### config.mk
export PLATFORM = sky130hd
export DESIGN_NAME = upd4990_host
export DESIGN_NICKNAME = d
export VERILOG_FILES = /design/src/rtl/upd4990_pkg.sv /design/src/rtl/upd4990_bit_timer.sv /design/src/rtl/upd4990_host.sv
export SDC_FILE = /design/constraint.sdc
export NUM_CORES = 1
export LEC_CHECK = 0
export ABC_AREA = 1
export BUFFER_PORTS_ARGS = -buffer_cell sky130_fd_sc_hd__buf_2
export CORE_UTILIZATION = 51
export DETAILED_ROUTE_END_ITERATION = 6
export MAX_ROUTING_LAYER = met4
export PLACE_DENSITY = 0.75
export SETUP_SLACK_MARGIN = 0.4
export SLEW_MARGIN = 10
export SYNTH_ARGS = -nofsm -noshare
export SYNTH_HDL_FRONTEND = slang
export SYNTH_SLANG_ARGS = --single-unit
### constraint.sdc
create_clock -name CLK -period 1.5 [get_ports CLK]
set_input_delay 0.3 -clock CLK [delete_from_list [all_inputs] [get_ports CLK]]
set_output_delay 0.3 -clock CLK [all_outputs]
set_load 0.02 [all_outputs]
### src/rtl/upd4990_pkg.sv
// Shared constants for the uPD4990 host-side serial master.
// Command codes, time-word field offsets and the read-sequence step type.
package upd4990_pkg;

  localparam logic [3:0] CMD_HOLD    = 4'b0000;
  localparam logic [3:0] CMD_SHIFT   = 4'b0001;
  localparam logic [3:0] CMD_SET     = 4'b0010;
  localparam logic [3:0] CMD_READ    = 4'b0011;
  localparam logic [3:0] CMD_TP64    = 4'b0100;
  localparam logic [3:0] CMD_IRQ_RST = 4'b1100;

  localparam int SEC_LSB   = 0;
  localparam int MIN_LSB   = 8;
  localparam int HOUR_LSB  = 16;
  localparam int DAY_LSB   = 24;
  localparam int WDAY_LSB  = 32;
  localparam int MONTH_LSB = 36;
  localparam int YEAR_LSB  = 40;

  typedef enum logic [1:0] {
    STEP_LOAD,
    STEP_SHIFT,
    STEP_READ,
    STEP_HOLD
  } step_e;

endpackage

### src/rtl/upd4990_bit_timer.sv
// Half-phase timer shared by frame and read states.
// Emits a tick on the last cycle of each half-phase and tracks low/high.
module upd4990_bit_timer #(
  parameter int CLK_DIV = 8
) (
  input  logic CLK,
  input  logic nRESET,
  input  logic run,
  output logic tick,
  output logic hi
);

  logic [7:0] phase;

  assign tick = run && (phase == 8'(CLK_DIV - 1));

  always_ff @(posedge CLK) begin
    if (!nRESET) begin
      phase <= 8'd0;
      hi    <= 1'b0;
    end else if (!run) begin
      phase <= 8'd0;
      hi    <= 1'b0;
    end else if (tick) begin
      phase <= 8'd0;
      hi    <= ~hi;
    end else begin
      phase <= phase + 8'd1;
    end
  end

endmodule

### src/rtl/upd4990_host.sv
// Host-side serial master for the uPD4990 RTC: command frames,
// 48-bit time read-out and TP rising-edge detection.
module upd4990_host
  import upd4990_pkg::*;
#(
  parameter int CLK_DIV = 8
) (
  input  logic        CLK,
  input  logic        nRESET,
  input  logic        REQ,
  input  logic        REQ_READ,
  input  logic [3:0]  REQ_CMD,
  output logic        BUSY,
  output logic        DONE,
  output logic [47:0] TIME_OUT,
  output logic        CS,
  output logic        OE,
  output logic        DATA_CLK,
  output logic        DATA_IN,
  output logic        STROBE,
  input  logic        DATA_OUT,
  input  logic        TP,
  output logic        TP_RISE
);

  localparam logic [2:0] S_IDLE    = 3'd0;
  localparam logic [2:0] S_BIT_LO  = 3'd1;
  localparam logic [2:0] S_BIT_HI  = 3'd2;
  localparam logic [2:0] S_STB_HI  = 3'd3;
  localparam logic [2:0] S_STB_GAP = 3'd4;
  localparam logic [2:0] S_RD_LO   = 3'd5;
  localparam logic [2:0] S_RD_HI   = 3'd6;
  localparam logic [2:0] S_FINISH  = 3'd7;

  logic [2:0]  state;
  step_e       step;
  logic [5:0]  bitcnt;
  logic        is_read;
  logic [3:0]  cmd_lat;
  logic [3:0]  cur_cmd;
  logic [47:0] shadow;
  logic [47:0] time_q;
  logic        run;
  logic        tick;
  logic        hi;
  logic        dout_s1;
  logic        dout_s2;
  logic        tp_s1;
  logic        tp_s2;
  logic        tp_s3;
  logic        tp_rise_q;

  assign run = (state != S_IDLE) && (state != S_FINISH);

  upd4990_bit_timer #(
    .CLK_DIV(CLK_DIV)
  ) u_timer (
    .CLK(CLK),
    .nRESET(nRESET),
    .run(run),
    .tick(tick),
    .hi(hi)
  );

  always_comb begin
    cur_cmd = CMD_HOLD;
    unique case (1'b1)
      !is_read:                        cur_cmd = cmd_lat;
      is_read && step == STEP_LOAD:    cur_cmd = CMD_READ;
      is_read && step == STEP_SHIFT:   cur_cmd = CMD_SHIFT;
      default:                         cur_cmd = CMD_HOLD;
    endcase
  end

  always_ff @(posedge CLK) begin
    if (!nRESET) begin
      dout_s1   <= 1'b0;
      dout_s2   <= 1'b0;
      tp_s1     <= 1'b0;
      tp_s2     <= 1'b0;
      tp_s3     <= 1'b0;
      tp_rise_q <= 1'b0;
    end else begin
      dout_s1   <= DATA_OUT;
      dout_s2   <= dout_s1;
      tp_s1     <= TP;
      tp_s2     <= tp_s1;
      tp_s3     <= tp_s2;
      tp_rise_q <= tp_s2 & ~tp_s3;
    end
  end

  always_ff @(posedge CLK) begin
    if (!nRESET) begin
      state   <= S_IDLE;
      step    <= STEP_LOAD;
      bitcnt  <= 6'd0;
      is_read <= 1'b0;
      cmd_lat <= 4'd0;
      shadow  <= 48'd0;
      time_q  <= 48'd0;
    end else begin
      unique case (state)
        S_IDLE, S_FINISH: begin
          if (REQ) begin
            state   <= S_BIT_LO;
            step    <= STEP_LOAD;
            bitcnt  <= 6'd0;
            is_read <= REQ_READ;
            cmd_lat <= REQ_CMD;
          end else begin
            state <= S_IDLE;
          end
        end
        S_BIT_LO: if (tick) state <= S_BIT_HI;
        S_BIT_HI: begin
          if (tick) begin
            if (bitcnt == 6'd3) begin
              bitcnt <= 6'd0;
              state  <= S_STB_HI;
            end else begin
              bitcnt <= bitcnt + 6'd1;
              state  <= S_BIT_LO;
            end
          end
        end
        S_STB_HI: if (tick) state <= S_STB_GAP;
        S_STB_GAP: begin
          if (tick) begin
            if (!is_read || step == STEP_HOLD) begin
              state <= S_FINISH;
              // publish the whole word at once, with DONE
              if (is_read) time_q <= shadow;
            end else if (step == STEP_LOAD) begin
              step  <= STEP_SHIFT;
              state <= S_BIT_LO;
            end else begin
              step  <= STEP_READ;
              state <= S_RD_LO;
            end
          end
        end
        S_RD_LO: begin
          if (tick) begin
            shadow <= {dout_s2, shadow[47:1]};
            state  <= S_RD_HI;
          end
        end
        S_RD_HI: begin
          if (tick) begin
            if (bitcnt == 6'd47) begin
              bitcnt <= 6'd0;
              step   <= STEP_HOLD;
              state  <= S_BIT_LO;
            end else begin
              bitcnt <= bitcnt + 6'd1;
              state  <= S_RD_LO;
            end
          end
        end
        default: state <= S_IDLE;
      endcase
    end
  end

  assign BUSY     = run;
  assign DONE     = (state == S_FINISH);
  assign TIME_OUT = time_q;
  assign CS       = 1'b1;
  assign OE       = 1'b1;
  assign DATA_CLK = hi && (state == S_BIT_HI || state == S_RD_HI);
  assign DATA_IN  = (state == S_BIT_LO || state == S_BIT_HI)
                    ? cur_cmd[bitcnt[1:0]] : 1'b0;
  assign STROBE   = (state == S_STB_HI);
  assign TP_RISE  = tp_rise_q;

endmodule
## Word-level counts from Yosys, hierarchy flattened

Cells that the tools add are included.

| operators by class | value |
|---|---|
| reductions and logical operators | 23 |
| equal/unequal tests | 22 |
| bitwise gates (word level) | 5 |
| multiplexer cells | 29 |
| order comparisons | 1 |
| add/subtract/negate cells | 2 |

Operators by type and width:

| operator | count |
|---|---|
| $mux W6 | 5 |
| $mux W3 | 9 |
| $pmux W3 S7 | 1 |
| $pmux W6 S3 | 1 |
| $ne A2 B2 Y1 const B | 8 |
| $mux W2 | 7 |
| $eq A3 B3 Y1 const B | 4 |
| $pmux W4 S3 | 1 |
| $reduce_and A6 Y1 | 2 |
| $reduce_bool A3 Y1 | 3 |
| $add A8 B1 Y8 const B | 1 |
| $eq A8 B3 Y1 const B | 1 |
| $reduce_and A4 Y1 | 2 |
| $add A6 B1 Y6 const B | 1 |
| $eq A3 B2 Y1 const B | 2 |
| $eq A6 B2 Y1 const B | 1 |
| $eq A6 B6 Y1 const B | 1 |
| $pmux W2 S3 | 1 |
| $reduce_and A2 Y1 | 3 |
| $logic_and A1 B1 Y1 | 5 |
| $not A1 Y1 | 4 |
| $eq A3 B1 Y1 const B | 1 |
| $logic_not A3 Y1 | 1 |
| $logic_or A1 B1 Y1 | 3 |
| other kinds (12) | 14 |

| word-level totals | value |
|---|---|
| input port bits | 10 |
| output and inout port bits | 56 |
| register bits after elaboration | 127 |

## Depth between registers and ports, before layout

Gate-level depths: netlist of the first run.

| logic depth | value |
|---|---|
| word-level depth | 6 |
| gate-level depth with buffers | 12 |
| mapped depth without buffers | 11 |

## Hierarchy

A second synthesis of the first run with hierarchy kept.

| unflattened totals | value |
|---|---|
| cell total of the unflattened synthesis | 684 |
| area, all modules | 5121.2 um2 |

Modules (own cells, without submodules):

| module | seq. area each (um2) | area each (um2) | times used | cells an instance |
|---|---|---|---|---|
| upd4990_host | 2362.3 | 4662.0 | 1 | 613 |
| upd4990_bit_timer | 180.2 | 459.2 | 1 | 71 |

## Worst setup path after synthesis of the first run

OpenSTA, ideal clock, no wires.

| path | value |
|---|---|
| path type | register to register |
| start point | register u_timer.phase[0] |
| end point | register time_q[10], in the netlist TIME_OUT[10] |
| clock period less this slack | 1.614 ns |
| library setup time | 0.116 ns |
| buffers on the path | 2 |
| stages on the path, launching flop included | 13 |
| arrival | 1.498 ns |
| path slack | -0.114 ns |
| cells stage by stage | dfxtp_1 > ha_1 > nand2_1 > inv_1 > nand2_1 > nor2_2 > nand3_2 > nor2_4 > inv_2 > buf_6 > buf_6 > nor2_1 > nor2_1 |

| on the way | value |
|---|---|
| word-level cells in the longest chain between the ends | 3 |

Ends and longest elaborated chain:

| item | RTL line | text |
|---|---|---|
| from (decl) | upd4990_bit_timer.sv:13 | `logic [7:0] phase;` |
| from (signal assigned) | upd4990_bit_timer.sv:28 | `phase <= phase + 8'd1;` |
| $eq A8 B3 Y1 | upd4990_bit_timer.sv:15 | `assign tick = run && (phase == 8'(CLK_DIV - 1));` |
| $logic_and A1 B1 Y1 | upd4990_bit_timer.sv:15 |  |
| $reduce_and A4 Y1 (no source line) | n/a |  |
| to (signal assigned) | upd4990_host.sv:133 | `if (is_read) time_q <= shadow;` |
| to (decl) | upd4990_host.sv:42 | `logic [47:0] time_q;` |

Every way passes these cells.
A chain may end at the register's enable or synchronous reset.

## Worst setup path in the final report of the first run

| path | value |
|---|---|
| start point | register state[0] |
| end point | register time_q[3], in the netlist TIME_OUT[3] |

| on the way | value |
|---|---|
| word-level cells in the longest chain between the ends | 4 |
| elaborated cells on any way between the ends | 6 |
| those cells by class | eq/ne (2); reduce/logical (4) |

Ends and longest elaborated chain:

| item | RTL line | text |
|---|---|---|
| from (decl) | upd4990_host.sv:35 | `logic [2:0] state;` |
| from (signal assigned) | upd4990_host.sv:95 | `state <= S_IDLE;` |
| from (signal assigned) | upd4990_host.sv:106 | `state <= S_BIT_LO;` |
| from (signal assigned) | upd4990_host.sv:112 | `state <= S_IDLE;` |
| $ne A3 B3 Y1 or $reduce_bool A3 Y1 (tied branches) | upd4990_host.sv:53 | `assign run = (state != S_IDLE) && (state != S_FINISH);` |
| $logic_and A1 B1 Y1 | upd4990_host.sv:53 |  |
| $logic_and A1 B1 Y1 | upd4990_bit_timer.sv:15 |  |
| $reduce_and A4 Y1 (no source line) (*) | n/a |  |

Mark *: on every way between the ends. The rest lies on a longest branch, timed or not.

==> results.md, run 1 <==
* DP Worst Slack at -0.0590 ns
* Final setup fails at about 130
* Worst Path Required at about 2.0 ns
* Routed vias at 6,797
* Int Pwr at just under 6 mW
* CTS Buffer Depth at 2
* All-Layer GR Usage at 40.7%
* Psw at 2.42 mW
* Post-Route WL at ~28,000 µm
* Vias in the first global route at 5,821
* Routed len/inst at 28.6 µm
* TritonCTS clock tree: done
* TritonCTS Buffers at 17
* Pwr Density at 938 nW/µm²
* Seq/Total Area, Yosys at between 50% and 60%
* Fin. Hold Viols at 2
* Slew @ Worst Pin at 0.696 ns
* Max-Cap Viols at 0
* Synth cell types at 29
* Gr ovfl total at 0
* Most numerous cell in the Yosys netlist: nor2_1
* Clk_lat worst skew at approximately 0.58 ns
* Main flop type after synthesis: dfxtp_1
* First-pass GRT wire length at about 30,000 µm
* Failing checks: negative hold slack, negative setup slack
* Cell area after synthesis at 5010 µm²
* Final hold slack at -0.0267 ns
* Root Buffer: clkbuf_8
* Largest area contributor in the netlist: dfxtp_1
* Leakage at 3.72 nW
* Startpoint types: flop
* Worst slew margin at 53.6%
* Max Clock Skew at roughly 0.018 ns
* Tmin final at just over 2 ns
* Post-synthesis xor/xnor area fraction at less than 1%
* Worst Setup SP: state[0]
* Total Nets Final at 848
* Combinational share of power at 7.5%
* Worst Path Max Fanout at 5
* Worst Reg2Reg Path Length in Cells at 11
* DRC viols at 0
* Period utilization at 137%
* Post-synthesis mux area share at 0%
* Initial Utilization at 53.5%
* R2R setup slack at -0.55 ns
* Synth-to-Final Area Change at 76.3%
* Status: finished, violations left
* HPWL after detailed placement at 7090 µm
* Clock Sinks at 127
* Simple-Gate Fraction of Synth Area at 27.9%
* Rows at 35
* Max Freq at 0.487 GHz
* Worst R2R Start: state[0]
* Synth area leaders: dfxtp_1 (51%), nor2_1 (14%), o21ai_0 (11%)
* Clock transition at the registers of the reported paths at around 0.070 ns
* Share of post-route cells with drive strength above 1 at 59.2%
* Antenna viol nets, final at 0
* Worst Setup EP: TIME_OUT[3]
* IO Port Bufs at 63
* Final design utilization at 94.3%
* Drt pass-1 iters at 7
* Sequential Power Share at 41.6%
* Switching share of power at 29.1%
* Synthesized flop and latch total at 127
* Core area at 9370 µm²
* Peak supply drop at 1.52 mV
* Io pins at 66
* Synth Area in Compound Gates at about an eighth
* Hold WC Path Type: input pin to flop
* Largest net degree at the start of global routing at 112
* Slew Viols, Final at 0
* Share of the synthesized area in the top cell type at roughly 50%
* Vias per cell at 6.95
* Final WS setup at -0.554 ns
* Initial antenna violation count at 0
* RSZ-0062 raised after global routing: true
* Cells after synthesis at around 680
* Mapped Avg Cell Area at around 7.4 µm²
* H-tree levels at 4
* Synth cell count leaders: nor2_1 (187), dfxtp_1 (127), o21ai_0 (108)
* Async S/R FF share, synth at 0%
* Antenna diode count at 0
* Reg2reg end: TIME_OUT[3]
* CP Capture Type: flop
* GP Congestion at 0.926
* Starting DRC count in detailed routing at between 800 and 900
* CP Class: flop to flop
* EDFF count, synth at 0
* Largest family of logic cells by synthesized area: simple AND/OR/NAND/NOR gates
* Chip width at a little over 100 µm
* Syn. warnings at 0
* DP Cell Count at 855
* Adder-cell share of the synthesized area at 0.499%
* Data arrival, critical path at 2.53 ns
* Final Non-Filler Cells at around 980
* Die ar. at about 10,000 µm²
* Clock power frac at 50.9%
* Die Span Y at 101 µm
[power by group through the flow]
stage / registers [mW] / logic (mW) / clock network (mW)
6_report: 3.45 / 0.620 / 4.22
3_3_place_gp: 3.52 / 0.289 / 0
5_1_grt: 3.45 / 0.641 / 4.29
3_5_place_dp: 3.52 / 0.299 / 0
4_1_cts: 3.44 / 0.426 / 3.95
2_1_floorplan: 3.51 / 0.231 / 0
[critical path: stages (launching register included)]
cell and delay, ns:
dfxtp_4 0.39, buf_4 0.15, nor2_4 0.05, o21ai_4 0.17, buf_6 0.14, nand2_2 0.14
nor2_4 0.21, buf_6 0.18, buf_6 0.12, buf_16 0.12, o21ai_2 0.07, nor2_1 0.23
[worst min-delay path by stage]
stage                    start          to  slack, ns  cells past startpoint
floorplan                tp_s3     TP_RISE       0.37                      1
global placement         tp_s3     TP_RISE       0.37                      1
detailed placement       tp_s3     TP_RISE       0.38                      1
CTS                 REQ_CMD[2]  cmd_lat[2]     0.0005                      3
global route        REQ_CMD[2]  cmd_lat[2]      0.007                      3
finish              REQ_CMD[2]  cmd_lat[2]      -0.03                      3
[routing by layer]
metal / GRT usage, % / vias up / share of wire (%)
li1: - / 2538 / -
met1: 47.6 / 3073 / 33
met2: 62.1 / 845 / 42
met3: 8.97 / 341 / 15
met4: 28.3 / 0 / 10
met5: - / - / 0
[cell type report]
type	instances	area [µm²]
Clock buffer	17	414
Clock inverter	15	151
Fill cell	261	534
Inverter	37	179
Multi-Input combinational cell	476	3130
Sequential cell	127	2640
Tap cell	129	161
Timing Repair Buffer	177	2160
[stage by stage]
step | power [mW] | hold WS, ns | area [µm²] | setup TNS (ns)
5_1_grt | 8.39 | 0.00654 | 8840 | -48.74
4_1_cts | 7.82 | 0.000515 | 7690 | -10.81
2_1_floorplan | 3.74 | 0.368 | 5130 | -0.920
3_3_place_gp | 3.81 | 0.372 | 5620 | -0.0518
6_report | 8.29 | -0.0267 | 8840 | -45.87
3_5_place_dp | 3.82 | 0.384 | 5620 | -1.13
[registers in the layout (all words and copies together), names as in the netlist, 2 cells and up]
signal,count
bitcnt,6
shadow,48
cmd_lat,4
state,3
u_timer.phase,8
TIME_OUT,48
step,2
[cells in the final DEF (no fill, tap or decap), types with 4 or more instances in the layout]
cell type and n:
inv_8 4, dfxtp_1 68, buf_12 15, nand3_1 6, nor2_2 48, o21ai_2 71, inv_2 10, a21oi_1 10
inv_1 19, nand2_2 21, a21oi_2 4, nor2_4 25, inv_4 4, buf_2 9, nor2_1 121, nand4_1 4
nor3_1 30, dfxtp_4 11, o21ai_0 14, nand2_1 44, buf_4 53, buf_6 77, dfxtp_2 48, o21ai_1 24
clkbuf_16 20, nand2_4 6, buf_16 14, o21ai_4 7, clkinvlp_4 4, nor3_2 20, inv_6 7
[cells by family (layout without fill, tap and decap cells)]
kind of cell | count (synthesis) | in the layout
compound gates | 132 | 132
xor+xnor | 1 | 1
fa+ha+maj | 2 | 2
buf+inv | 79 | 246
flops | 127 | 127
other cells | 1 | 2
simple gates | 337 | 339
[repair_timing]
item,in CTS,in global routing
gates resized for setup,287,286
endpoints found under the setup margin,175,175
cloned,16,5
pin swaps,78,88
hold buffers,3,0
hold endpoints to repair,3,0
buffers inserted,36,31
No activity file was read; power rests on OpenSTA's default activity.
==> run 2: changes to the inputs <==
- ABC_AREA: 1 -> default
- CAP_MARGIN: default -> 20
- SKIP_LAST_GASP: default -> 1
==> results.md, run 2 <==
* Exit stage: 5_1_grt
* Rows at 35
* Clock Sinks at 127
* Share of the synthesized area in the top cell type at 50.4%
* GP Congestion at 0.866
* Cell area after synthesis at 5040 µm²
* Io pins at 66
* Synth cell types at 53
* Status: did not finish
* TritonCTS Buffers at 17
* CTS Buffer Depth at 2
* Placed cell areas at 5980 µm²
* Largest net degree at the start of global routing at 54
* Largest area contributor in the netlist: dfxtp_1
* Die Span Y at 101 µm
* Chip width at between 100 and 150 µm
* Error msg: [ERROR DPL-0038] Utilization greater than 100%, impossible to legalize
* Async S/R FF share, synth at 0%
* Mapped Avg Cell Area at 8.18 µm²
* Most numerous cell in the Yosys netlist: dfxtp_1
* Seq/Total Area, Yosys at 50.4%
* Main flop type after synthesis: dfxtp_1
* Synth cell count leaders: dfxtp_1 (127), nand2_1 (118), a21oi_1 (109)
* DP Cell Count at 809
* Synthesized flop and latch total at ~130
* Syn. warnings at 0
* Cells after synthesis at 616
* HPWL after detailed placement at 7690 µm
* Initial Utilization at 53.5%
* Synth area leaders: dfxtp_1 (50%), a21oi_1 (11%), nand2_1 (8.8%)
* EDFF count, synth at 0
* DP Worst Slack at -0.156 ns
* Worst EP kind: register input
* H-tree levels at 4
* Root Buffer: clkbuf_8
* Worst_ep grt: TIME_OUT[13]$_SDFFE_PN0P_/D
* IO Port Bufs at 63
-- run 2: stage by stage --
stage	hold WS [ns]	util, %	TNS (ns)
floorplan	0.367	-	-5.26
global placement	0.373	63.5	-8.93
detailed placement	0.385	63.5	-11.65
CTS	0.0182	93.8	-32.80
-- run 2: repair_timing --
item	4_1_cts
pin swaps	105
gates cloned	20
endpoints found under the setup margin	175
hold buffers	2
resized for setup	386
setup buffers	52
hold endpoints to repair	2
-- run 2: logic make-up after synthesis --
kind of cell	share of synthesized area, %
simple gates	21.8
compound gates	20.1
flops	50.4
buf+inv	5.29
xor+xnor	1.22
mux	0.596
fa+ha+maj	0.496
other cells	0.0744
==> run 3: changes to the inputs <==
- CORE_UTILIZATION: 51 -> 40
- MAX_ROUTING_LAYER: met4 -> default
- PLACE_DENSITY: 0.75 -> default
- PLACE_DENSITY_LB_ADDON: default -> 0.15
- SETUP_SLACK_MARGIN: 0.4 -> default
- clock period: 1.5 -> 2 ns (I/O delays scaled with it)
==> results.md, run 3 <==
* Mapped Avg Cell Area at ~8.2 µm²
* Clk_lat worst skew at 0.41 ns
* Main flop type after synthesis: dfxtp_1
* Peak supply drop at 0.487 mV
* Placed cell areas at about 5500 µm²
* All-Layer GR Usage at 18.6%
* Synth cell types at 53
* IO Port Bufs at 63
* Crit-path max cell delay at 0.33 ns
* Routed vias at around 4,400
* Vias per cell at 5.16
* CP Capture Type: output port
* Crit path max-delay cell type: dfxtp_2
* Core area at between 10,000 and 15,000 µm²
* Fin. Hold Viols at 0
* Drt pass-1 iters at 4
* Worst Path Required at around 1.6 ns
* Syn. warnings at 0
* Final Cell Area at 6150 µm²
* Max Freq at 0.518 GHz
* Commonest non-fill, non-tap cells in the layout: dfxtp_1 (124), nand2_1 (118), a21oi_1 (108)
* Max-Cap Viols at 0
* TritonCTS Buffers at 17
* EDFF count, synth at 0
* CTS Buffer Depth at 2
* Count of buffer and inverter cells on the critical path at 2
* Startpoint types: flop
* Combinational share of power at 2.7%
* Synth cell count leaders: dfxtp_1 (127), nand2_1 (118), a21oi_1 (109)
* Largest net degree at the start of global routing at 97
* Gr ovfl total at 0
* Hold WC Path Type: input pin to flop
* Worst slew margin at 65.8%
* H-tree levels at 4
* Clock transition at the registers of the reported paths at ~0.05 ns
* Slew @ Worst Pin at 0.514 ns
* Routed len/inst at approximately 13 µm
* Cell area after synthesis at 5040 µm²
* Status: finished clean
* Critical path's top delay family: compound AO/OA/AOI/OAI gates
* CTS Hold Bufs at 0
* Chip width at 114 µm
* Switching share of power at 20.1%
* Io pins at 66
* Psw at between 1 and 1.5 mW
* Synth-to-Final Area Change at 22.0%
* Largest area contributor in the netlist: dfxtp_1
* GP Congestion at 0.839
* Setup TNS at 0 ns
* Clock power frac at 51.8%
* Data arrival, critical path at about 1.5 ns
* Root Buffer: clkbuf_16
* Starting DRC count in detailed routing at 270
* Initial antenna violation count at 0
* Antenna viol nets, final at 0
* Share of post-route cells with drive strength above 1 at 18.9%
* CP Cell Sequence: buf_6 > a211oi_2 > a21oi_1 > o211a_1 > buf_6
* Total Nets Final at 678
* Slew Viols, Final at 0
* Share of the synthesized area in the top cell type at 50.4%
* Max Clock Skew at ~0.0073 ns
* Synth area leaders: dfxtp_1 (50%), a21oi_1 (11%), nand2_1 (8.8%)
* Most numerous cell in the Yosys netlist: dfxtp_1
* Worst Path Max Fanout at 6
* Commonest non-fill, non-tap cell in the layout: dfxtp_1
* Rows at 40
* Clock Sinks at ~130
* Async S/R FF share, synth at 0%
* HPWL after detailed placement at 6860 µm
* Vias in the first global route at about 4,000
* Synthesized flop and latch total at 127
* Final setup fails at 0
* Seq/Total Area, Yosys at 50.4%
* Period utilization at approximately 97%
* Leakage at 2.26 nW
* Initial Utilization at about two fifths
* Sequential Power Share at a little under half
* Die Span Y at 114 µm
* Antenna diode count at 0
* Pwr Density at between 900 and 1000 nW/µm²
* First-pass GRT wire length at approximately 19,000 µm
* Cells after synthesis at 616
* Post-Route WL at between 10,000 and 15,000 µm
* Tmin final at 1.93 ns
* Int Pwr at 4.50 mW
* Die ar. at ~13,000 µm²
* RSZ-0062 raised after global routing: true
* DRC viols at 0
* TritonCTS clock tree: done
* Worst path most repeated cell: buf_6
* CP Class: flop to output port
-- run 3: cell counts after synthesis --
Identical to the previous run, type by type.
-- run 3: worst reg2reg max path, stage by stage, from the launching register on --
cell,delay (ns)
dfxtp_1,0.34
ha_1,0.25
nand4bb_1,0.14
or4_4,0.76
nand2_1,0.19
a21oi_1,0.07
-- run 3: logic make-up (layout without fill, tap and decap cells) --
| logic type | count (synthesis) | in the layout | synth area share, % |
|---|---|---|---|
| xor gates and xnor gates | 7 | 7 | 1.22 |
| adders and majority gates | 2 | 2 | 0.496 |
| muxes | 3 | 3 | 0.596 |
| and+or+nand+nor | 235 | 235 | 21.8 |
| DFF | 127 | 127 | 50.4 |
| AOI/OAI and AO/OA | 186 | 186 | 20.1 |
| buffers and inverters | 55 | 116 | 5.29 |
| other | 1 | 2 | 0.0744 |
-- run 3: layer usage --
metal / routed length (µm) / track usage [%] / vias up
li1: - / - / 2242
met1: 5370 / 24.4 / 2039
met2: 5470 / 29.2 / 83
met3: 425 / 4.50 / 4
met4: 60 / 7.53 / 0
met5: 0 / 0 / -
-- run 3: metrics by stage --
stage          instances  util, %  setup WS [ns]  hold slack [ns]  total power [mW]
5_1_grt              846     50.6        -0.0225            0.200              5.84
6_report             846     50.6         0.0699            0.199              5.63
3_3_place_gp         814     45.3          0.154            0.376              2.75
2_1_floorplan        617        -          0.199            0.367              2.71
3_5_place_dp         814     45.3          0.107            0.377              2.76
4_1_cts              845     50.2        0.00647            0.181              5.70
-- run 3: power groups by stage --
stage | combinational (mW) | sequential (mW) | clock (mW)
2_1_floorplan | 0.101 | 2.61 | 0
3_3_place_gp | 0.145 | 2.61 | 0
3_5_place_dp | 0.147 | 2.61 | 0
4_1_cts | 0.151 | 2.55 | 2.99
5_1_grt | 0.172 | 2.56 | 3.11
6_report | 0.155 | 2.56 | 2.92
-- run 3: path summary, 6_finish.rpt --
check                   startpoint         to  slack (ns)  depth (start not counted)
setup / recovery         bitcnt[0]    DATA_IN        0.07                          5
setup reg to reg  u_timer.phase[0]  shadow[1]        0.11                          5
hold / removal                  TP      tp_s1        0.20                          2
hold reg to reg              tp_s3    TP_RISE        0.38                          1
-- run 3: cell type report --
class	count	area (µm²)
Fill cell	1187	6010
Sequential cell	127	2550
Multi-Input combinational cell	435	2290
Clock buffer	26	519
Timing Repair Buffer	81	514
Tap cell	168	210
Clock inverter	5	52.6
Inverter	4	15.0
-- run 3: timing repair --
item	4_1_cts	5_1_grt
setup buffers	0	1
setup endpoints to repair	4	15
pin swaps	0	2
gates resized for setup	7	8
==> run 4: changes to the inputs <==
==> constraint.sdc (replaced) <==
create_clock -name CLK -period 2 [get_ports CLK]
set_input_delay 0.5 -clock CLK [delete_from_list [all_inputs] [get_ports CLK]]
set_output_delay 0.5 -clock CLK [all_outputs]
set_load 0.02 [all_outputs]
==> results.md, run 4 (synthesized netlist as in run 3, its figures left out) <==
* Status: finished clean
* Clock transition at the registers of the reported paths at 0.05 ns
* Clock Sinks at between 100 and 150
* Initial antenna violation count at 0
* Metal-1 WL at 5320 µm
* DP Cell Count at about 800
* CTS Hold Bufs at 0
* Drt pass-1 iters at 4
* Vias per cell at around 5.2
* IO Port Bufs at 63
* CP Capture Type: output port
* Peak supply drop at 0.415 mV
* Antenna diode count at 0
* Share of post-route cells with drive strength above 1 at 18.8%
* Final Cell Area at 6210 µm²
* Worst slew margin at 65.4%
* Fin. Hold Viols at 0
* Core area at about 12,000 µm²
* HPWL after detailed placement at roughly 6900 µm
* Die ar. at about 13,000 µm²
* Placed cell areas at ~5500 µm²
* Final Non-Filler Cells at 845
* Final WS setup at approximately 0.017 ns
* Worst Path Max Fanout at 8
* Root Buffer: clkbuf_16
* Slew Viols, Final at 0
* Tmin final at between 1.5 and 2 ns
* Initial Utilization at about two fifths
* TritonCTS Buffers at 17
* TritonCTS clock tree: done
* Starting DRC count in detailed routing at 277
* Leakage at 2.28 nW
* Met2 WL at roughly 5400 µm
* Routed len/inst at 13.4 µm
* CTS Buffer Depth at 2
* Sequential Power Share at 41.9%
* Combinational share of power at 2.4%
* Synth-to-Final Area Change at 23.2%
* All-Layer GR Usage at 18.5%
* Total Nets Final at 676
* DP Worst Slack at 0.0900 ns
* R2R setup slack at 0.11 ns
* Antenna viol nets, final at 0
* Rows at 40
* Setup TNS at 0 ns
* CP Class: flop to output port
* Met3 routed WL at 451 µm
* RSZ-0062 raised after global routing: true
* Worst Path Required at 1.50 ns
* DRC viols at 0
* Int Pwr at 4.92 mW
* Max Freq at 0.504 GHz
* Switching share of power at 19.4%
* Gr ovfl total at 0
* First-pass GRT wire length at 19,200 µm
* Post-CTS setup buffers at 0
* Slew @ Worst Pin at 0.519 ns
* Chip width at about 110 µm
* Commonest non-fill, non-tap cell in the layout: dfxtp_1
* Top sig layer: met4
* Startpoint types: flop
* Data arrival, critical path at 1.48 ns
* Total Power at 6.11 mW
* Period utilization at 99.2%
* Routed vias at between 4,000 and 5,000
* Pwr Density at 983 nW/µm²
* H-tree levels at 4
* Max Clock Skew at 0.00552 ns
* Final setup fails at 0
* Psw at 1.19 mW
* Io pins at 66
* Largest net degree at the start of global routing at 100
* Vias in the first global route at 4,084
* Clk_lat worst skew at 0.42 ns
* Clock power frac at between 50% and 60%
* Hold WC Path Type: input pin to flop
* GP Congestion at between 0.8 and 0.9
* # fillers at approximately 1,200
* Commonest non-fill, non-tap cells in the layout: dfxtp_1 (123), nand2_1 (118), a21oi_1 (109)
* Max-Cap Viols at 0
* Post-Route WL at 11,300 µm
* Die Span Y at 114 µm
-- run 4: through the flow --
stage               utilization (%)  hold WS (ns)
CTS                            50.8         0.274
global placement               45.3         0.378
global route                   51.1         0.273
floorplan                         -         0.367
detailed placement             45.3         0.386
finish                         51.1         0.288
-- run 4: area by class of cell --
type | instances | area [µm²] | area share (%)
clock buffer | 20 | 437 | 7.03
clock inverter | 12 | 215 | 3.46
inverter | 4 | 15.0 | 0.242
multi-input combinational | 435 | 2290 | 36.8
sequential | 127 | 2560 | 41.2
tap | 168 | 210 | 3.38
timing repair buffer | 79 | 488 | 7.86
-- run 4: timing repair --
action,4_1_cts,5_1_grt
endpoints found under the setup margin,5,16
hold endpoints to repair,0,0
pin swaps,0,1
gates resized for setup,8,9
-- run 4: routing by layer --
metal / track usage [%] / vias to the layer above
met5: 0 / -
met4: 8.14 / 0
met3: 5.35 / 19
met2: 29.5 / 80
met1: 23.2 / 2044
li1: - / 2245
-- run 4: final timing paths --
kind                                       start         end  cells after the start
worst max-delay path                   bitcnt[0]     DATA_IN                      5
worst min-delay path                          TP       tp_s1                      2
worst max register to register  u_timer.phase[0]  shadow[46]                      5
worst min register to register             tp_s3     TP_RISE                      1
-- run 4: worst max-delay path, stage by stage (launching register included) --
cell and delay (ns):
dfxtp_4 0.39, nor2b_1 0.06, a211oi_2 0.17, a21oi_1 0.06, o211a_1 0.22, buf_2 0.16
-- run 4: power by group through the flow --
stage	clock [mW]	combinational (mW)	sequential, mW
finish	3.40	0.149	2.56
global route	3.58	0.165	2.56
CTS	3.47	0.146	2.56
detailed placement	0	0.144	2.61
global placement	0	0.142	2.61
floorplan	0	0.101	2.61
